File: config.mk
export PLATFORM = sky130hd
export DESIGN_NAME = pr_rp_bridge
export DESIGN_NICKNAME = d
export VERILOG_FILES = /design/src/rtl/pr_rp_bridge.sv
export SDC_FILE = /design/constraint.sdc
export NUM_CORES = 1
export LEC_CHECK = 0
export ABC_AREA = 1
export ABC_CLOCK_PERIOD_IN_PS = 4650
export CAP_MARGIN = 5
export CORE_MARGIN = 2
export CORE_UTILIZATION = 56
export DETAILED_ROUTE_END_ITERATION = 8
export GPL_ROUTABILITY_DRIVEN = 0
export PLACE_DENSITY_LB_ADDON = 0.2
export SLEW_MARGIN = 30
export SYNTH_ARGS = -nofsm -noshare
export SYNTH_HDL_FRONTEND = slang
export SYNTH_SLANG_ARGS = --single-unit
File: constraint.sdc
create_clock -name clk -period 4.65 [get_ports clk]
set_input_delay 0.93 -clock clk [delete_from_list [all_inputs] [get_ports clk]]
set_output_delay 0.93 -clock clk [all_outputs]
set_load 0.1 [all_outputs]
File: src/rtl/pr_rp_bridge.sv
// Static-side bridge for the reconfigurable button/LED partition: conditions board
// buttons into the RP, returns RP LEDs to the pins, and isolates both during reconfiguration.
module pr_rp_bridge #(
  parameter int unsigned CNT_W           = 16,
  parameter int unsigned DEBOUNCE_CYCLES = 50000,
  parameter int unsigned SETTLE_CYCLES   = 16
) (
  input  logic clk,
  input  logic rst,
  input  logic btn0_raw,
  input  logic btn1_raw,
  input  logic pr_decouple,
  output logic rp_btn0,
  output logic rp_btn1,
  input  logic rp_led0,
  input  logic rp_led1,
  output logic led0,
  output logic led1,
  output logic rp_active,
  output logic btn0_evt,
  output logic btn1_evt
);

  localparam logic [CNT_W-1:0] CNT_ZERO    = {CNT_W{1'b0}};
  localparam logic [CNT_W-1:0] CNT_ONE     = CNT_W'(1);
  localparam logic [CNT_W-1:0] DB_LAST     = CNT_W'(DEBOUNCE_CYCLES - 1);
  localparam logic [CNT_W-1:0] SETTLE_LAST = CNT_W'(SETTLE_CYCLES - 1);

  typedef enum logic [1:0] {
    ST_ISOLATED = 2'd0,
    ST_SETTLE   = 2'd1,
    ST_ACTIVE   = 2'd2
  } state_t;

  logic [1:0]       btn_raw_s;
  logic [1:0]       sync1_r;
  logic [1:0]       sync2_r;
  logic [1:0]       db_r;
  logic [1:0]       db_q_r;
  logic [1:0]       evt_r;
  logic [CNT_W-1:0] db_cnt_r [2];
  logic [1:0]       rp_led_q_r;
  state_t           state_r;
  logic [CNT_W-1:0] settle_cnt_r;
  logic             led0_r;
  logic             led1_r;
  logic             active_r;
  logic             gate_s;

  assign btn_raw_s = {btn1_raw, btn0_raw};

  // Button synchronisers, per-button debouncers and rising-edge event pulses.
  always_ff @(posedge clk) begin
    if (rst) begin
      sync1_r <= 2'b00;
      sync2_r <= 2'b00;
      db_r    <= 2'b00;
      db_q_r  <= 2'b00;
      evt_r   <= 2'b00;
      for (int i = 0; i < 2; i++) begin
        db_cnt_r[i] <= CNT_ZERO;
      end
    end else begin
      sync1_r <= btn_raw_s;
      sync2_r <= sync1_r;
      db_q_r  <= db_r;
      evt_r   <= db_r & ~db_q_r;
      // Any sample matching the accepted state restarts the stability count.
      for (int i = 0; i < 2; i++) begin
        if (sync2_r[i] == db_r[i]) begin
          db_cnt_r[i] <= CNT_ZERO;
        end else if (db_cnt_r[i] == DB_LAST) begin
          db_r[i]     <= ~db_r[i];
          db_cnt_r[i] <= CNT_ZERO;
        end else begin
          db_cnt_r[i] <= db_cnt_r[i] + CNT_ONE;
        end
      end
    end
  end

  // Isolation FSM; LED and active outputs are registered from the next-state decision.
  always_ff @(posedge clk) begin
    if (rst) begin
      rp_led_q_r   <= 2'b00;
      state_r      <= ST_ISOLATED;
      settle_cnt_r <= CNT_ZERO;
      led0_r       <= 1'b0;
      led1_r       <= 1'b0;
      active_r     <= 1'b0;
    end else begin
      rp_led_q_r <= {rp_led1, rp_led0};
      case (state_r)
        ST_ISOLATED: begin
          led0_r   <= 1'b0;
          led1_r   <= 1'b0;
          active_r <= 1'b0;
          if (!pr_decouple) begin
            state_r      <= ST_SETTLE;
            settle_cnt_r <= CNT_ZERO;
          end else begin
            state_r <= ST_ISOLATED;
          end
        end
        ST_SETTLE: begin
          if (pr_decouple) begin
            state_r  <= ST_ISOLATED;
            led0_r   <= 1'b0;
            led1_r   <= 1'b0;
            active_r <= 1'b0;
          end else if (settle_cnt_r == SETTLE_LAST) begin
            state_r  <= ST_ACTIVE;
            led0_r   <= rp_led_q_r[0];
            led1_r   <= rp_led_q_r[1];
            active_r <= 1'b1;
          end else begin
            settle_cnt_r <= settle_cnt_r + CNT_ONE;
            led0_r       <= 1'b0;
            led1_r       <= 1'b0;
            active_r     <= 1'b0;
          end
        end
        ST_ACTIVE: begin
          // Dropping the pins on the same edge keeps stale RP values off the board.
          if (pr_decouple) begin
            state_r  <= ST_ISOLATED;
            led0_r   <= 1'b0;
            led1_r   <= 1'b0;
            active_r <= 1'b0;
          end else begin
            state_r  <= ST_ACTIVE;
            led0_r   <= rp_led_q_r[0];
            led1_r   <= rp_led_q_r[1];
            active_r <= 1'b1;
          end
        end
        default: begin
          state_r  <= ST_ISOLATED;
          led0_r   <= 1'b0;
          led1_r   <= 1'b0;
          active_r <= 1'b0;
        end
      endcase
    end
  end

  // Combinational gate so the RP sees 0 in the very cycle decouple rises.
  assign gate_s    = ~pr_decouple & (state_r != ST_ISOLATED);
  assign rp_btn0   = db_r[0] & gate_s;
  assign rp_btn1   = db_r[1] & gate_s;
  assign led0      = led0_r;
  assign led1      = led1_r;
  assign rp_active = active_r;
  assign btn0_evt  = evt_r[0];
  assign btn1_evt  = evt_r[1];

endmodule

==> run_summary.xml, run 1 <==
<?xml version="1.0" encoding="UTF-8"?>
<metrics>
  <group name="run_status">
    <metric name="run_status" unit="">finished clean</metric>
  </group>
  <group name="timing">
    <metric name="fin_crit" unit="ns">2.841</metric>
    <metric name="grt_setup_unrepaired" unit="">no</metric>
    <metric name="tns" unit="ns">0</metric>
    <metric name="timing.clock.skew" unit="ns">0.009226</metric>
    <metric name="relSlewSlack" unit="">0.3514</metric>
    <metric name="post-route-period-util" unit="">0.6110</metric>
    <metric name="setup_viol" unit="">0</metric>
    <metric name="timing_worst_slew_pin_value" unit="ns">0.9698</metric>
    <metric name="drv_slew" unit="">0</metric>
    <metric name="final-hold-violation-count" unit="">0</metric>
    <metric name="fmaxAchievable" unit="GHz">0.3519</metric>
  </group>
  <group name="logic_synthesis">
    <metric name="post_synth_main_area_contributors" unit="">sky130_fd_sc_hd__edfxtp_1 27%, sky130_fd_sc_hd__dfxtp_1 18%, sky130_fd_sc_hd__nand2_1 11%</metric>
    <metric name="synth_compound_area_frac" unit="">0.06434</metric>
    <metric name="muxShareOfSynthArea" unit="">0</metric>
    <metric name="synth-warning-count" unit="">0</metric>
    <metric name="ys_dominant_reg_cell" unit="">sky130_fd_sc_hd__dfxtp_1</metric>
    <metric name="syn-cell-area" unit="mm2">0.003617</metric>
    <metric name="postSynthAreaPerCell" unit="um2">7.520</metric>
    <metric name="synthTopCellsByCount" unit="">104 x sky130_fd_sc_hd__nand2_1, 75 x sky130_fd_sc_hd__nor2_1, 65 x sky130_fd_sc_hd__inv_1</metric>
    <metric name="async_reset_ff_frac" unit="">0</metric>
    <metric name="synthAdderAreaFrac" unit="">0.02421</metric>
    <metric name="post-synth-top-count-cell" unit="">sky130_fd_sc_hd__nand2_1</metric>
    <metric name="post_synth_and_or_nand_nor_area_fraction" unit="">0.3490</metric>
    <metric name="syn_inst" unit="">481</metric>
    <metric name="synth_top_area_cell" unit="">sky130_fd_sc_hd__edfxtp_1</metric>
    <metric name="yosys.cell_types.count" unit="">35</metric>
    <metric name="area_share_of_xor_xnor_cells_in_the_synthesized_design" unit="">0.02179</metric>
    <metric name="synth_top_area_share" unit="">0.2657</metric>
    <metric name="synth_top_family_by_area" unit="">simple AND/OR/NAND/NOR gates</metric>
    <metric name="synth-edff-count" unit="">32</metric>
    <metric name="synth-seq-cells" unit="">65</metric>
    <metric name="seq_area_frac_synth" unit="">0.4483</metric>
  </group>
  <group name="cts">
    <metric name="post_cts.repair.setup_buffers" unit="">0</metric>
    <metric name="cts_inserted_buffers" unit="">9</metric>
    <metric name="max-clock-path-buffers" unit="">2</metric>
    <metric name="clk_pin_slew_worst_paths" unit="ns">0.08</metric>
    <metric name="ctsHoldBuffers" unit="">0</metric>
    <metric name="post_cts_resized" unit="">0</metric>
    <metric name="clock_tree.root_cell" unit="">sky130_fd_sc_hd__clkbuf_8</metric>
    <metric name="clock_tree.htree_level_count" unit="">3</metric>
    <metric name="clock-sinks" unit="">65</metric>
    <metric name="worst_skew_pair.late_latency" unit="ns">0.34</metric>
    <metric name="tritoncts" unit="">built</metric>
  </group>
  <group name="critical_path">
    <metric name="timing.critical_path.slowest_cell_delay" unit="ns">0.46</metric>
    <metric name="worstPathMaxFanout" unit="">4</metric>
    <metric name="data_arrival_time_of_the_worst_path" unit="ns">1.91</metric>
    <metric name="rr_worst_depth" unit="">10</metric>
    <metric name="crit_end_element" unit="">primary output</metric>
    <metric name="worst_path_max_delay_cell" unit="">sky130_fd_sc_hd__clkdlybuf4s50_1</metric>
    <metric name="timing.critical_path.cells" unit="">clkdlybuf4s50_1 -&gt; nor3_1 -&gt; buf_4</metric>
    <metric name="cp-start-kind" unit="">primary input</metric>
    <metric name="setup.worst_path.class" unit="">primary input to primary output</metric>
    <metric name="timing.critical_path.required" unit="ns">3.72</metric>
  </group>
  <group name="cells_and_area">
    <metric name="area_growth_syn_to_fin" unit="%">13.77</metric>
    <metric name="final_design_area_no_fill" unit="mm2">0.004115</metric>
    <metric name="share_of_post_route_cells_with_drive_strength_above_1" unit="">0.09551</metric>
    <metric name="nets" unit="">543</metric>
    <metric name="postLayoutCoreUtil" unit="">0.6518</metric>
    <metric name="antennaDiodeCount" unit="">0</metric>
    <metric name="fill_cells" unit="">564</metric>
  </group>
  <group name="grt">
    <metric name="grt_max_degree" unit="">19</metric>
    <metric name="grt_first_pass_wirelength" unit="um">12420</metric>
    <metric name="antenna_violations_before_repair" unit="">0</metric>
    <metric name="global_route.usage.total" unit="">0.2164</metric>
    <metric name="globalRouteOverflowTotal" unit="">0</metric>
    <metric name="via_count_of_the_first_global_routing_pass" unit="">2892</metric>
  </group>
  <group name="power">
    <metric name="pwr_density_cell" unit="mW/mm2">290.6</metric>
    <metric name="leakagePower" unit="uW">0.001692</metric>
    <metric name="ir_drop" unit="uV">215.4</metric>
  </group>
  <group name="die">
    <metric name="floorplan.initialDensity" unit="">0.5729</metric>
    <metric name="num_io_pins" unit="">14</metric>
    <metric name="core_area" unit="mm2">0.006314</metric>
    <metric name="die_x" unit="um">84.37</metric>
    <metric name="die_area" unit="mm2">0.007118</metric>
    <metric name="floorplan.rows" unit="">29</metric>
    <metric name="die_ht" unit="um">84.37</metric>
  </group>
  <group name="placement">
    <metric name="buffer_ports.inserted" unit="">13</metric>
    <metric name="dp_area" unit="mm2">0.003906</metric>
    <metric name="place_hpwl" unit="um">5211</metric>
  </group>
  <group name="route">
    <metric name="finalWirelength" unit="um">7112</metric>
    <metric name="dr_total_vias" unit="">3100</metric>
    <metric name="drt_drc_violations_left" unit="">0</metric>
    <metric name="detail-route-antenna-nets" unit="">0</metric>
    <metric name="1st_pass_router_iterations" unit="">4</metric>
    <metric name="drt-vias-per-instance" unit="">5.074</metric>
    <metric name="avgRoutedWirePerCell" unit="um">11.64</metric>
    <metric name="drt_iter0_drc" unit="">167</metric>
  </group>
  <group name="flow_run">
    <metric name="drv_cap" unit="">0</metric>
  </group>
  <group name="min_path">
    <metric name="worstHoldPathType" unit="">register to register</metric>
    <metric name="holdPathStages" unit="">1</metric>
  </group>
</metrics>
## cell usage in the layout, fill, tap and decap left out, types with 2 or more instances in the layout
master / count
sky130_fd_sc_hd__ha_1: 7
sky130_fd_sc_hd__o21ai_0: 5
sky130_fd_sc_hd__inv_2: 6
sky130_fd_sc_hd__o21ai_1: 2
sky130_fd_sc_hd__xor2_1: 8
sky130_fd_sc_hd__conb_1: 32
sky130_fd_sc_hd__buf_4: 4
sky130_fd_sc_hd__nand4_1: 14
sky130_fd_sc_hd__clkdlybuf4s50_1: 11
sky130_fd_sc_hd__a21oi_1: 23
sky130_fd_sc_hd__clkbuf_8: 9
sky130_fd_sc_hd__nor3_1: 27
sky130_fd_sc_hd__a21oi_2: 5
sky130_fd_sc_hd__dfxtp_1: 33
sky130_fd_sc_hd__edfxtp_1: 32
sky130_fd_sc_hd__clkbuf_16: 2
sky130_fd_sc_hd__nor2_1: 75
sky130_fd_sc_hd__nand2_2: 4
sky130_fd_sc_hd__nand3_1: 39
sky130_fd_sc_hd__clkinv_4: 2
sky130_fd_sc_hd__nand2_1: 104
sky130_fd_sc_hd__nor2_2: 6
sky130_fd_sc_hd__inv_1: 65
sky130_fd_sc_hd__nand3_2: 4
sky130_fd_sc_hd__or2_2: 2
## critical path, delay by kind of cell
kind | cells | cell delay [ns]
buffers and inverters | 2 | 0.78
and+or+nand+nor | 1 | 0.20
## sequential cells by signal (all words and copies together) (netlist names)
signal / cells
sync2_r: 2
db_r: 2
sync1_r: 2
settle_cnt_r: 16
db_cnt_r: 32
rp_led_q_r: 2
led0: 1
led1: 1
rp_active: 1
state_r: 2
db_q_r: 2
evt_r: 2
## where the power goes
part	switching, uW	leakage (uW)	total [uW]	internal, uW
Sequential	13.4	0.000598	629	616
Clock	228	0.000103	488	261
Combinational	53.0	0.000991	78.1	25.0
Total	294	0.00169	1200	902
## final cells by class
cell class,count,area (um2),area share
multi-input cells,367,1782,0.4330
clock buffers,12,177.7,0.04317
inverters,71,266.5,0.06476
clock inverters,4,31.28,0.007601
flip-flops and latches,65,1622,0.3940
well taps,77,96.34,0.02341
repair buffers,15,140.1,0.03405
## stage by stage
step	hold WS, ns	worst slack, ns	instances	total power [uW]
after detailed placement	0.3848	1.803	595	718.9
after global routing	0.4171	1.742	611	1247
after floorplan	0.3732	0.7268	512	699.1
final	0.3927	1.809	611	1196
after global placement	0.3802	1.839	595	716.5
after CTS	0.3940	1.793	611	1207
## routing by layer
metal  vias up  GRT usage  wire length, um  share of wire
li1       1624          -                -              -
met1      1410     0.2708             3357           0.47
met2        56     0.3687             3397           0.48
met3        10    0.03540              233          0.033
met4         0    0.09812              123          0.017
met5         -          0                0              0
## cell families (layout without fill, tap and decap cells)
group,Yosys count,count (layout)
compound gates,39,39
xor+xnor,9,9
fa+ha+maj,7,7
buf+inv,80,102
flops,65,65
other cells,1,32
simple gates,280,280
## path summary, 6_finish.rpt
check,to,startpoint,slack (ns)
min,evt_r[0],db_q_r[0],0.39
max,rp_btn0,pr_decouple,1.81
max reg2reg,settle_cnt_r[14],state_r[1],2.48
min reg2reg,evt_r[0],db_q_r[0],0.39
(Power assumes the default switching activity.)
==> run 2, diff against run 1 <==
Settings changed: ABC_CLOCK_PERIOD_IN_PS 4650 to 2700.
Clock period 4.65 ns to 2.7 ns, I/O delays scaled along.
==> run 2 against run 1 <==
Against the previous run:
- global-route usage rose by 0.13 points
- sequential share of layout area decreased by 0.25 points
- design area increased by 0.64%
- clock skew grew 0.0027 ns
- combinational power is 74% higher
- critical path depth is 1 higher
- sequential power is 72% higher
- sequential cell count stayed put
- final cell count unchanged
- power is 81% higher
- via count rose by 0.90%
- largest power group unchanged
==> run_summary.xml, run 2 (same netlist as run 1, synthesis figures left out) <==
<?xml version="1.0" encoding="UTF-8"?>
<metrics>
  <group name="critical_path">
    <metric name="worstPathMaxFanout" unit="">4</metric>
    <metric name="timing.critical_path.required" unit="ns">2.16</metric>
    <metric name="setup.worst_path.class" unit="">register to primary output</metric>
    <metric name="data_arrival_time_of_the_worst_path" unit="ns">1.62</metric>
    <metric name="crit_end_element" unit="">primary output</metric>
    <metric name="cp-start-kind" unit="">register</metric>
  </group>
  <group name="timing">
    <metric name="setup_viol" unit="">0</metric>
    <metric name="grt_setup_unrepaired" unit="">no</metric>
    <metric name="final-hold-violation-count" unit="">0</metric>
    <metric name="fmaxAchievable" unit="GHz">0.4628</metric>
    <metric name="fin_crit" unit="ns">2.161</metric>
    <metric name="timing.hold.ws" unit="ns">0.3981</metric>
    <metric name="drv_slew" unit="">0</metric>
    <metric name="post-route-period-util" unit="">0.8003</metric>
    <metric name="timing.clock.skew" unit="ns">0.01193</metric>
  </group>
  <group name="power">
    <metric name="ir_drop" unit="uV">514.3</metric>
    <metric name="power.combinational.fraction" unit="">0.063</metric>
    <metric name="post-layout-total-power" unit="uW">2159</metric>
    <metric name="register_share_of_total_power" unit="">0.502</metric>
    <metric name="power.internal" unit="uW">1673</metric>
    <metric name="power_switching" unit="uW">486.6</metric>
    <metric name="p_clk_frac" unit="">0.435</metric>
    <metric name="leakagePower" unit="uW">0.001716</metric>
    <metric name="switching_share" unit="">0.2253</metric>
    <metric name="pwr_density_cell" unit="mW/mm2">521.4</metric>
  </group>
  <group name="cts">
    <metric name="max-clock-path-buffers" unit="">2</metric>
    <metric name="post_cts_resized" unit="">0</metric>
    <metric name="ctsHoldBuffers" unit="">0</metric>
    <metric name="clock_tree.htree_level_count" unit="">3</metric>
    <metric name="tritoncts" unit="">built</metric>
    <metric name="post_cts.repair.setup_buffers" unit="">0</metric>
    <metric name="clk_pin_slew_worst_paths" unit="ns">0.07</metric>
    <metric name="worst_skew_pair.late_latency" unit="ns">0.35</metric>
    <metric name="clock-sinks" unit="">65</metric>
    <metric name="cts_inserted_buffers" unit="">9</metric>
    <metric name="clock_tree.root_cell" unit="">sky130_fd_sc_hd__clkbuf_8</metric>
  </group>
  <group name="cells_and_area">
    <metric name="largest_regs" unit="">db_cnt_r (32), settle_cnt_r (16)</metric>
    <metric name="largest_register_ff_count" unit="">32</metric>
    <metric name="area_growth_syn_to_fin" unit="%">14.49</metric>
    <metric name="antennaDiodeCount" unit="">0</metric>
    <metric name="postLayoutCoreUtil" unit="">0.6560</metric>
    <metric name="nets" unit="">543</metric>
    <metric name="regMostFlops" unit="">db_cnt_r</metric>
    <metric name="layout.cells.most_common" unit="">sky130_fd_sc_hd__nand2_1</metric>
    <metric name="final_cell_mix" unit="">104 x sky130_fd_sc_hd__nand2_1, 75 x sky130_fd_sc_hd__nor2_1, 65 x sky130_fd_sc_hd__inv_1</metric>
    <metric name="share_of_post_route_cells_with_drive_strength_above_1" unit="">0.1011</metric>
    <metric name="layout.area.seq" unit="mm2">0.001622</metric>
    <metric name="fill_cells" unit="">577</metric>
    <metric name="post_layout_nonfiller_instances" unit="">611</metric>
    <metric name="multi_input_comb_area" unit="mm2">0.001782</metric>
  </group>
  <group name="route">
    <metric name="drt-vias-per-instance" unit="">5.119</metric>
    <metric name="drt_drc_violations_left" unit="">0</metric>
    <metric name="finalWirelength" unit="um">7161</metric>
    <metric name="dr_total_vias" unit="">3128</metric>
    <metric name="avgRoutedWirePerCell" unit="um">11.72</metric>
    <metric name="detail-route-antenna-nets" unit="">0</metric>
    <metric name="1st_pass_router_iterations" unit="">4</metric>
    <metric name="drt_iter0_drc" unit="">161</metric>
  </group>
  <group name="die">
    <metric name="die_area" unit="mm2">0.007118</metric>
    <metric name="num_io_pins" unit="">14</metric>
    <metric name="floorplan.rows" unit="">29</metric>
    <metric name="core_area" unit="mm2">0.006314</metric>
    <metric name="die_x" unit="um">84.37</metric>
    <metric name="floorplan.initialDensity" unit="">0.5729</metric>
    <metric name="die_ht" unit="um">84.37</metric>
  </group>
  <group name="placement">
    <metric name="place_hpwl" unit="um">5214</metric>
    <metric name="placed_cells" unit="">595</metric>
    <metric name="buffer_ports.inserted" unit="">13</metric>
  </group>
  <group name="grt">
    <metric name="global_route.usage.total" unit="">0.2177</metric>
    <metric name="grt_max_degree" unit="">18</metric>
    <metric name="via_count_of_the_first_global_routing_pass" unit="">2958</metric>
    <metric name="globalRouteOverflowTotal" unit="">0</metric>
    <metric name="grt_first_pass_wirelength" unit="um">12520</metric>
    <metric name="antenna_violations_before_repair" unit="">0</metric>
  </group>
  <group name="flow_run">
    <metric name="drv_cap" unit="">0</metric>
  </group>
  <group name="run_status">
    <metric name="run_status" unit="">finished clean</metric>
  </group>
  <group name="min_path">
    <metric name="worstHoldPathType" unit="">register to register</metric>
  </group>
</metrics>
-- run 2: changes by cell type in the layout (fill, tap and decap cells not counted), sizes merged --
cell	before	now
clkinv	2	1
bufinv	0	2
clkinvlp	1	0
clkbuf	12	13
buf	4	9
inv	72	71
clkdlybuf4s50	11	6
-- run 2: power groups by stage --
stage / Clock [uW] / Sequential (uW) / Combinational [uW]
global placement: 0 / 1100 / 130
detailed placement: 0 / 1110 / 133
CTS: 958 / 1080 / 134
finish: 940 / 1080 / 136
floorplan: 0 / 1100 / 104
global route: 994 / 1090 / 154
-- run 2: metal layers --
layer,up-vias,GRT usage,share of wire
met5,-,0,0
met3,18,0.04425,0.027
li1,1617,-,-
met1,1446,0.2708,0.47
met2,47,0.3665,0.48
met4,0,0.09812,0.023
-- run 2: final cells by class --
cell class | count | share of cell area
multi-input combinational | 367 | 0.4302
timing repair buffer | 15 | 0.03686
tap | 77 | 0.02326
clock buffer | 13 | 0.03837
sequential | 65 | 0.3915
clock inverter | 3 | 0.01541
inverter | 71 | 0.06435
-- run 2: path summary, 6_finish.rpt --
check	start	to	slack, ns	cells past startpoint
max reg2reg	state_r[1]	settle_cnt_r[15]	0.67	9
min reg2reg	db_q_r[0]	evt_r[0]	0.40	1
max	state_r[0]	rp_btn0	0.54	4
min	db_q_r[0]	evt_r[0]	0.40	1
-- run 2: stage by stage --
step / worst slack (ns) / TNS [ns] / instance area [um2]
CTS: 0.5116 / 0 / 4141
global placement: 0.6113 / 0 / 3919
finish: 0.5393 / 0 / 4141
floorplan: -0.5492 / -1.098 / 3734
global route: 0.4689 / 0 / 4141
detailed placement: 0.5835 / 0 / 3919
-- run 2: worst max-delay path: stages, from the launching register on --
cell and delay (ns):
sky130_fd_sc_hd__dfxtp_1 0.38, sky130_fd_sc_hd__inv_1 0.08, sky130_fd_sc_hd__ha_1 0.23, sky130_fd_sc_hd__nor3_1 0.36, sky130_fd_sc_hd__buf_12 0.23
==> run 3, diff against run 2 <==
Settings changed: ABC_CLOCK_PERIOD_IN_PS 2700 to 1800, CORE_UTILIZATION 56 to 55.
Clock period 2.7 ns to 1.8 ns, I/O delays scaled along.
==> run 3 against run 2 <==
Against the previous run:
- core utilization is 3.3 points higher
- final cell count is 3.1% higher
- global-route usage is 0.24 points higher
- sequential power is 51% higher
- wire length is 4.6% higher
- worst hold slack worse by 0.0083 ns
- critical path depth is 5 higher
- die area is 1.7% higher
- setup slack worse by 0.52 ns
- clock skew is 0.00059 ns lower
==> run_summary.xml, run 3 (same netlist as run 1, synthesis figures left out) <==
<?xml version="1.0" encoding="UTF-8"?>
<metrics>
  <group name="placement">
    <metric name="place_hpwl" unit="um">5624</metric>
    <metric name="dp_area" unit="mm2">0.004131</metric>
    <metric name="dp_slack" unit="ns">-0.01285</metric>
    <metric name="buffer_ports.inserted" unit="">13</metric>
  </group>
  <group name="timing">
    <metric name="drv_slew" unit="">0</metric>
    <metric name="timing.clock.skew" unit="ns">0.01133</metric>
    <metric name="setup_viol" unit="">0</metric>
    <metric name="fin_crit" unit="ns">1.784</metric>
    <metric name="final-hold-violation-count" unit="">0</metric>
    <metric name="worst_slack" unit="ns">0.01636</metric>
    <metric name="post-route-period-util" unit="">0.9909</metric>
    <metric name="grt_setup_unrepaired" unit="">yes</metric>
    <metric name="tns" unit="ns">0</metric>
    <metric name="fmaxAchievable" unit="GHz">0.5607</metric>
  </group>
  <group name="cts">
    <metric name="worst_skew_pair.late_latency" unit="ns">0.35</metric>
    <metric name="clk_pin_slew_worst_paths" unit="ns">0.07</metric>
    <metric name="clock_tree.root_cell" unit="">sky130_fd_sc_hd__clkbuf_8</metric>
    <metric name="tritoncts" unit="">built</metric>
    <metric name="clock_tree.htree_level_count" unit="">3</metric>
    <metric name="max-clock-path-buffers" unit="">2</metric>
    <metric name="cts_inserted_buffers" unit="">9</metric>
    <metric name="clock-sinks" unit="">65</metric>
    <metric name="ctsHoldBuffers" unit="">0</metric>
  </group>
  <group name="grt">
    <metric name="global_route.usage.total" unit="">0.2201</metric>
    <metric name="via_count_of_the_first_global_routing_pass" unit="">3059</metric>
    <metric name="grt_first_pass_wirelength" unit="um">12850</metric>
    <metric name="antenna_violations_before_repair" unit="">0</metric>
    <metric name="grt_max_degree" unit="">18</metric>
    <metric name="globalRouteOverflowTotal" unit="">0</metric>
  </group>
  <group name="die">
    <metric name="floorplan.rows" unit="">29</metric>
    <metric name="die_area" unit="mm2">0.007241</metric>
    <metric name="num_io_pins" unit="">14</metric>
    <metric name="die_ht" unit="um">85.10</metric>
    <metric name="core_area" unit="mm2">0.006350</metric>
    <metric name="floorplan.initialDensity" unit="">0.5697</metric>
    <metric name="die_x" unit="um">85.10</metric>
  </group>
  <group name="critical_path">
    <metric name="worstPathMaxFanout" unit="">8</metric>
    <metric name="data_arrival_time_of_the_worst_path" unit="ns">1.88</metric>
    <metric name="critical-path-top-cell-by-count" unit="">sky130_fd_sc_hd__nand2_2</metric>
    <metric name="r2r-start" unit="">db_cnt_r[1][0]</metric>
    <metric name="timing.critical_path.cells" unit="">ha_2 -&gt; nand2_2 -&gt; inv_2 -&gt; nand2_2 -&gt; nor2_4 -&gt; nand4_1 -&gt; nand3_2 -&gt; clkbuf_16 -&gt; a21oi_1</metric>
    <metric name="cp-start-kind" unit="">register</metric>
    <metric name="setup.worst_path.class" unit="">register to register</metric>
    <metric name="rr_worst_depth" unit="">9</metric>
    <metric name="worst_path_max_delay_cell" unit="">sky130_fd_sc_hd__edfxtp_1</metric>
    <metric name="critical_path_source" unit="">db_cnt_r[1][0]</metric>
    <metric name="crit_end_element" unit="">register</metric>
    <metric name="timing.critical_path.required" unit="ns">1.89</metric>
    <metric name="timing.critical_path.slowest_cell_delay" unit="ns">0.38</metric>
  </group>
  <group name="cells_and_area">
    <metric name="largest_regs" unit="">db_cnt_r (32), settle_cnt_r (16)</metric>
    <metric name="nets" unit="">562</metric>
    <metric name="final_cell_mix" unit="">102 x sky130_fd_sc_hd__nand2_1, 74 x sky130_fd_sc_hd__nor2_1, 63 x sky130_fd_sc_hd__inv_1</metric>
    <metric name="regMostFlops" unit="">db_cnt_r</metric>
    <metric name="largest_register_ff_count" unit="">32</metric>
    <metric name="area_growth_syn_to_fin" unit="%">20.96</metric>
    <metric name="share_of_post_route_cells_with_drive_strength_above_1" unit="">0.1555</metric>
    <metric name="final_design_area_no_fill" unit="mm2">0.004375</metric>
    <metric name="fill_cells" unit="">530</metric>
    <metric name="layout.cells.most_common" unit="">sky130_fd_sc_hd__nand2_1</metric>
    <metric name="antennaDiodeCount" unit="">0</metric>
  </group>
  <group name="min_path">
    <metric name="holdPathStages" unit="">1</metric>
    <metric name="timing.hold.worst.start" unit="">db_q_r[0]</metric>
    <metric name="worstHoldPathType" unit="">register to register</metric>
  </group>
  <group name="route">
    <metric name="drt_drc_violations_left" unit="">0</metric>
    <metric name="avgRoutedWirePerCell" unit="um">11.89</metric>
    <metric name="dr_total_vias" unit="">3249</metric>
    <metric name="drt-vias-per-instance" unit="">5.157</metric>
    <metric name="drt_iter0_drc" unit="">178</metric>
    <metric name="detail-route-antenna-nets" unit="">0</metric>
    <metric name="finalWirelength" unit="um">7489</metric>
    <metric name="1st_pass_router_iterations" unit="">6</metric>
  </group>
  <group name="power">
    <metric name="pwr_density_cell" unit="mW/mm2">665.5</metric>
    <metric name="ir_drop" unit="uV">471.3</metric>
    <metric name="leakagePower" unit="uW">0.001830</metric>
  </group>
  <group name="run_status">
    <metric name="run_status" unit="">finished clean</metric>
  </group>
  <group name="flow_run">
    <metric name="drv_cap" unit="">0</metric>
  </group>
</metrics>
run 3: worst max-delay path, delay by kind of cell (launching register included):
| family | cells | cell delay (ns) |
|---|---|---|
| AO/OA/AOI/OAI | 1 | 0.04 |
| flip-flops | 1 | 0.38 |
| buffers and inverters | 2 | 0.24 |
| adder cells (fa/ha/maj) | 1 | 0.20 |
| AND/OR/NAND/NOR | 5 | 0.68 |
run 3: path summary, 6_finish.rpt:
kind,endpoint,slack (ns)
worst max-delay path,db_cnt_r[1][4],0.02
worst min register to register,evt_r[0],0.39
worst max register to register,db_cnt_r[1][4],0.02
worst min-delay path,evt_r[0],0.39
run 3: final cells by class:
class / instances / area [um2] / area share
clock buffers: 12 / 135.1 / 0.03088
clock inverters: 4 / 20.02 / 0.004575
inverters: 71 / 266.5 / 0.06091
multi-input cells: 367 / 1841 / 0.4206
flip-flops and latches: 65 / 1627 / 0.3717
well taps: 77 / 96.34 / 0.02202
repair buffers: 34 / 390.4 / 0.08922
run 3: power by group:
group          leakage, uW  internal, uW  switching, uW
Combinational      0.00115          94.5            152
Sequential        0.000599          1590           34.6
Clock            0.0000839           492            547
Total              0.00183          2180            734
run 3: timing repair:
| item | CTS | global route |
|---|---|---|
| endpoints found under the setup margin | 18 | 20 |
| resized for setup | 3 | 11 |
| pin swaps | 1 | 5 |
| endpoints found under the hold margin | 0 | 0 |
| buffers inserted | 0 | 3 |
| gates cloned | 0 | 1 |
run 3: metal layers:
| layer | up-vias | track usage | routed length [um] |
|---|---|---|---|
| li1 | 1661 | - | - |
| met1 | 1478 | 0.2733 | 3310 |
| met2 | 83 | 0.3651 | 3590 |
| met3 | 27 | 0.05642 | 396 |
| met4 | 0 | 0.09091 | 191 |
| met5 | - | 0 | 0 |
run 3: through the flow:
step	total power (uW)	util	hold WS, ns	instances
floorplan	1810	-	0.3732	512
global placement	1879	0.6506	0.3827	610
global route	3031	0.6891	0.4000	630
detailed placement	1887	0.6506	0.3855	610
CTS	2918	0.6759	0.3972	626
finish	2912	0.6891	0.3898	630
